==> src/rtl/fetch_queue_stage.sv <==
// Instruction-fetch front end: issues sequential word fetches (one outstanding at a time)
// and buffers returned {pc, inst} pairs in a small FIFO for the decode stage.
module fetch_queue_stage #(
  parameter int          DEPTH    = 4,
  parameter logic [31:0] RESET_PC = 32'h1eceb000
) (
  input  logic        clk,
  input  logic        rst,
  output logic [31:0] imem_addr,
  output logic [3:0]  imem_rmask,
  input  logic [31:0] imem_rdata,
  input  logic        imem_resp,
  input  logic        redirect_valid,
  input  logic [31:0] redirect_pc,
  output logic        out_valid,
  input  logic        out_ready,
  output logic [31:0] out_pc,
  output logic [31:0] out_inst
);

  localparam int PW = $clog2(DEPTH);
  localparam int CW = PW + 1;
  localparam logic [CW-1:0] DEPTH_C = CW'(DEPTH);

  typedef enum logic [1:0] {
    IDLE    = 2'd0,
    WAIT    = 2'd1,
    DISCARD = 2'd2
  } state_t;

  state_t        state_q, state_d;
  logic [31:0]   pc_q, pc_d;
  logic [31:0]   redirect_pc_al;
  logic [CW-1:0] count;
  logic [CW-1:0] credit;
  logic          credit_ok;
  logic          issue;
  logic [31:0]   issue_addr;
  logic          enq;
  logic          deq;
  logic [PW-1:0] wr_ptr, rd_ptr;
  logic [31:0]   q_pc   [DEPTH];
  logic [31:0]   q_inst [DEPTH];

  assign redirect_pc_al = redirect_pc & ~32'd3;

  // An outstanding request already owns a queue slot, so it counts against the space left.
  assign credit    = count + CW'(state_q != IDLE);
  assign credit_ok = credit < DEPTH_C;

  // NOTE: every variable gets a default at the top of always_comb; a path that leaves one
  // unassigned would infer a latch.
  always_comb begin
    state_d    = state_q;
    pc_d       = pc_q;
    issue      = 1'b0;
    issue_addr = pc_q;
    enq        = 1'b0;
    unique case (state_q)
      IDLE: begin
        if (redirect_valid) begin
          pc_d = redirect_pc_al;
        end else if (credit_ok) begin
          issue   = 1'b1;
          state_d = WAIT;
        end
      end
      WAIT: begin
        if (redirect_valid) begin
          pc_d    = redirect_pc_al;
          state_d = imem_resp ? IDLE : DISCARD;
        end else if (imem_resp) begin
          enq  = 1'b1;
          pc_d = pc_q + 32'd4;
          if (credit_ok) begin
            issue      = 1'b1;
            issue_addr = pc_q + 32'd4;
          end else begin
            state_d = IDLE;
          end
        end
      end
      DISCARD: begin
        if (redirect_valid) pc_d = redirect_pc_al;
        if (imem_resp) state_d = IDLE;
      end
      default: state_d = IDLE;
    endcase
    if (rst) begin
      issue = 1'b0;
      enq   = 1'b0;
    end
  end

  assign imem_rmask = issue ? 4'hf : 4'h0;
  assign imem_addr  = issue ? issue_addr : 32'd0;

  // NOTE: sequential state is updated with non-blocking assignments so every register
  // samples the values from before the edge, independent of statement order.
  always_ff @(posedge clk) begin
    if (rst) begin
      state_q <= IDLE;
      pc_q    <= RESET_PC;
    end else begin
      state_q <= state_d;
      pc_q    <= pc_d;
    end
  end

  // A flushed cycle ignores any dequeue; decode drops that instruction on its own.
  assign deq = out_valid & out_ready & ~redirect_valid;

  always_ff @(posedge clk) begin
    if (rst || redirect_valid) begin
      wr_ptr <= '0;
      rd_ptr <= '0;
      count  <= '0;
    end else begin
      if (enq) wr_ptr <= wr_ptr + PW'(1);
      if (deq) rd_ptr <= rd_ptr + PW'(1);
      if (enq && !deq)      count <= count + CW'(1);
      else if (!enq && deq) count <= count - CW'(1);
    end
  end

  // NOTE: the storage array has no reset; count gates every read, so stale contents are
  // never visible and the array can map onto plain registers or RAM.
  always_ff @(posedge clk) begin
    if (enq) begin
      q_pc[wr_ptr]   <= pc_q;
      q_inst[wr_ptr] <= imem_rdata;
    end
  end

  assign out_valid = count != '0;
  assign out_pc    = out_valid ? q_pc[rd_ptr]   : 32'd0;
  assign out_inst  = out_valid ? q_inst[rd_ptr] : 32'd0;

  a_no_overflow : assert property (@(posedge clk) disable iff (rst) !(enq && count == DEPTH_C));

endmodule

==> config.mk <==
export PLATFORM = sky130hd
export DESIGN_NAME = fetch_queue_stage
export DESIGN_NICKNAME = d
export VERILOG_FILES = /design/src/rtl/fetch_queue_stage.sv
export SDC_FILE = /design/constraint.sdc
export NUM_CORES = 1
export LEC_CHECK = 0
export CAP_MARGIN = 20
export CELL_PAD_IN_SITES_DETAIL_PLACEMENT = 0
export CELL_PAD_IN_SITES_GLOBAL_PLACEMENT = 2
export CORE_MARGIN = 2
export CORE_UTILIZATION = 39
export DETAILED_ROUTE_END_ITERATION = 6
export PLACE_DENSITY_LB_ADDON = 0.1
export SKIP_LAST_GASP = 1
export SLEW_MARGIN = 15
export SYNTH_ARGS = -nofsm -noshare
export SYNTH_HDL_FRONTEND = slang
export SYNTH_SLANG_ARGS = --single-unit
==> constraint.sdc <==
create_clock -name clk -period 5.2 [get_ports clk]
set_input_delay 1.56 -clock clk [delete_from_list [all_inputs] [get_ports clk]]
set_output_delay 1.56 -clock clk [all_outputs]
set_load 0.01 [all_outputs]
==> run_results.csv <==
group,metric,value,unit
route,first_pass_iters,4,
critical_path,crit_fanout,4,
clock_tree,postCtsHoldBufs,0,
floorplan,coreArea,0.0323,sq mm
global_routing,grt_usage,18.4,%
synth,ys_async_sr_fraction,0,%
route,wl,31000,um
synth,ys_top_cells_by_area,"edfxtp_1 (59%), mux4_2 (11%), dfxtp_1 (6.5%)",
route,post_drt_via_cell_ratio,5.21,
power,p_int,0.00382,W
sta,fin_skew,0.0207,ns
power,power,0.00486,W
power,p_sw,0.00105,W
floorplan,die_area,0.0340,sq mm
power,clockPowerShare,40.6,%
synth,synth_common_cells,"edfxtp_1 (248), nor2_1 (75), and2_1 (70)",
critical_path,worstReg2RegStart,"state_q[0]",
synth,synth_enable_flop_cells,248,
synth,synth_top_cell_by_area,"edfxtp_1",
sta,fin_hold_ws,0.532,ns
power,powerDensity,306,mW/mm^2
critical_path,crit_path_max_incr_delay,0.53,ns
floorplan,start_util,39.3,%
route,final_antenna_net_count,0,
placed_design,hpwlAfterDp,19200,um
clock_tree,clkTransAtPathRegs,0.06,ns
clock_tree,cts_buffers,31,
sta,timing.final.ws_setup,0.170,ns
worst_hold_path,hold_path.class,"reg -> reg",
placed_design,place_inst,1431,
critical_path,critPathKind,"in -> out",
floorplan,io_pins,170,
route,post_drt_wl_per_cell,20.8,um
placed_design,pre_cts_ws,-0.307,ns
run,maxCapViolations,0,
placed_design,portBuffers,163,
critical_path,critPathLaunchType,"primary input",
sta,max_freq,0.199,GHz
critical_path,crit_required,3.64,ns
power,swShare,21.5,%
sta,tightest_slew,0.702,ns
cells_and_area,syn_to_final_growth,25.3,%
sta,rsz0062_at_grt,"false",
critical_path,crit_chain,"clkdlybuf4s50_1 -> nand2b_1 -> a211oi_4 -> buf_6 -> nand2_1 -> or4_1 -> a21oi_2 -> clkdlybuf4s15_2",
global_routing,antenna_found_initial,0,
cells_and_area,final_core_util,49.2,%
clock_tree,clockBufferDepth,3,
floorplan,rows,66,
power,seqPwrFrac,53.3,%
critical_path,crit_start,"imem_resp",
route,via_count,7765,
clock_tree,cts-root-buf,"clkbuf_16",
worst_hold_path,min_from,"rd_ptr[1]",
critical_path,critPathArrivalTime,3.47,ns
clock_tree,numClockSinks,289,
sta,slew_headroom,52.8,%
synth,synth_ff_type,"edfxtp_1",
sta,maxSlewViolCount,0,
power,leakagePower,5.33,nW
synth,synth_seq_cells,289,
synth,avgSynthCellArea,14.8,sq um
cells_and_area,final_nets,1101,
clock_tree,ctsHtreeMaxLevel,1,
critical_path,end_kind,"output pin",
power,combPwrFrac,6.1,%
outcome,outcome,"completed",
synth,synthDistinctLibCells,67,
cells_and_area,antenna_cells,0,
placed_design,gp_congestion,0.788,
global_routing,grt_pass1_wl,47100,um
global_routing,grt_start_max_net_pins,63,
cells_and_area,drive_gt1_share,17.1,%
synth,yosys_warnings,0,
sta,finalCritPeriodShare,96.7,%
clock_tree,clkLatencyLatePin,0.56,ns
sta,finalSetupViolCount,0,
synth,yosysTopAreaCellShare,58.7,%
sta,period_needed,5.03,ns
floorplan,fp.dieH,184,um
sta,finalHoldViolCount,0,
cells_and_area,fin_cells,1490,
floorplan,die_x,184,um
global_routing,grt_pass1_vias,7864,
power,max-vdd-ir-drop,0.240,mV
synth,yosysMostFrequentCell,"edfxtp_1",
global_routing,grt_overflow,0,
synth,postSynthCellCount,854,
clock_tree,tritoncts,"yes",
route,drc,0,
synth,synthesis.area,0.0127,sq mm
synth,ys_seq_area_share,65.2,%
critical_path,slowest_stage,"or4_1",
route,dr.first_iter.drc_count,473,
power groups by stage:
stage | registers, W | logic, W | clock network (W)
6_report | 0.00259 | 0.000296 | 0.00197
5_1_grt | 0.00260 | 0.000323 | 0.00212
4_1_cts | 0.00259 | 0.000300 | 0.00203
3_5_place_dp | 0.00264 | 0.000300 | 0
3_3_place_gp | 0.00264 | 0.000301 | 0
2_1_floorplan | 0.00262 | 0.000154 | 0
repair_timing:
action	4_1_cts	5_1_grt
gates resized for setup	40	14
pin swaps	1	0
endpoints found under the hold margin	0	0
endpoints found under the setup margin	34	11
buffers inserted	3	0
flip-flops by register name, summed over array words and instances, names as in the netlist, named ones only:
name     count
q_inst     128
q_pc       120
pc_q        30
count        3
rd_ptr       2
state_q      2
wr_ptr       2
worst max-delay path, delay by kind of cell:
family / cells / cell delay (ns)
and+or+nand+nor: 3 / 0.68
buffers and inverters: 3 / 0.87
AOI/OAI and AO/OA: 2 / 0.35
kinds of logic (layout without fill, tap and decap cells):
kind of cell | count (synthesis) | after routing | synth area share, %
fa+ha+maj | 7 | 7 | 0.750
flops | 289 | 289 | 65.2
buf+inv | 81 | 272 | 2.99
other cells | 1 | 4 | 0.0296
xor+xnor | 31 | 31 | 2.14
compound gates | 94 | 94 | 5.09
mux | 69 | 69 | 11.6
simple gates | 282 | 282 | 12.2
through the flow:
stage / area, sq um / TNS (ns)
CTS: 15900 / -0.284
finish: 15900 / 0
floorplan: 12700 / 0
global placement: 14900 / -6.17
global route: 15900 / 0
detailed placement: 14900 / -6.45
layout by cell type (no fill, tap or decap), types with 6 or more instances in the layout:
master           instances
buf_4                   32
ha_1                     6
nor3_1                   9
nor4_1                   6
dlygate4sd2_1           24
and2_1                  66
or3_1                    7
clkbuf_1                 9
xor2_1                  23
dfxtp_1                 39
inv_1                   11
clkinv_1                11
mux4_2                  62
xnor2_1                  7
nand2_1                 37
clkdlybuf4s50_1        128
a31oi_1                  6
nor2_1                  74
nand4_1                 20
buf_12                   8
nand3_1                 25
mux2i_1                  6
a21oi_1                 19
o21ai_0                 21
dlymetal6s2s_1           8
clkbuf_16               31
edfxtp_1               248
layout make-up:
class                           instances  area [sq um]
Inverter                               11          41.3
Tap cell                              442           553
Fill cell                            2785         16400
Clock inverter                         16          91.3
Clock buffer                           40           810
Sequential cell                       289          8270
Multi-Input combinational cell        487          4090
Timing Repair Buffer                  205          2040
final timing paths:
path                   endpoint  slack (ns)  cells after the start
setup / recovery  imem_addr[30]        0.17                      8
hold / removal        flip-flop        0.53                      2
setup reg to reg       count[2]        2.32                      9
hold reg to reg       flip-flop        0.53                      2
routing by layer:
metal	global-route usage, %	wire [um]	share of wire, %	up-vias
li1	-	-	-	3616
met1	25.3	14000	45	3896
met2	30.6	14700	48	209
met3	2.45	1500	4.8	44
met4	5.25	753	2.4	0
met5	0	0	0	-
No activity file was read; power rests on OpenSTA's default activity.
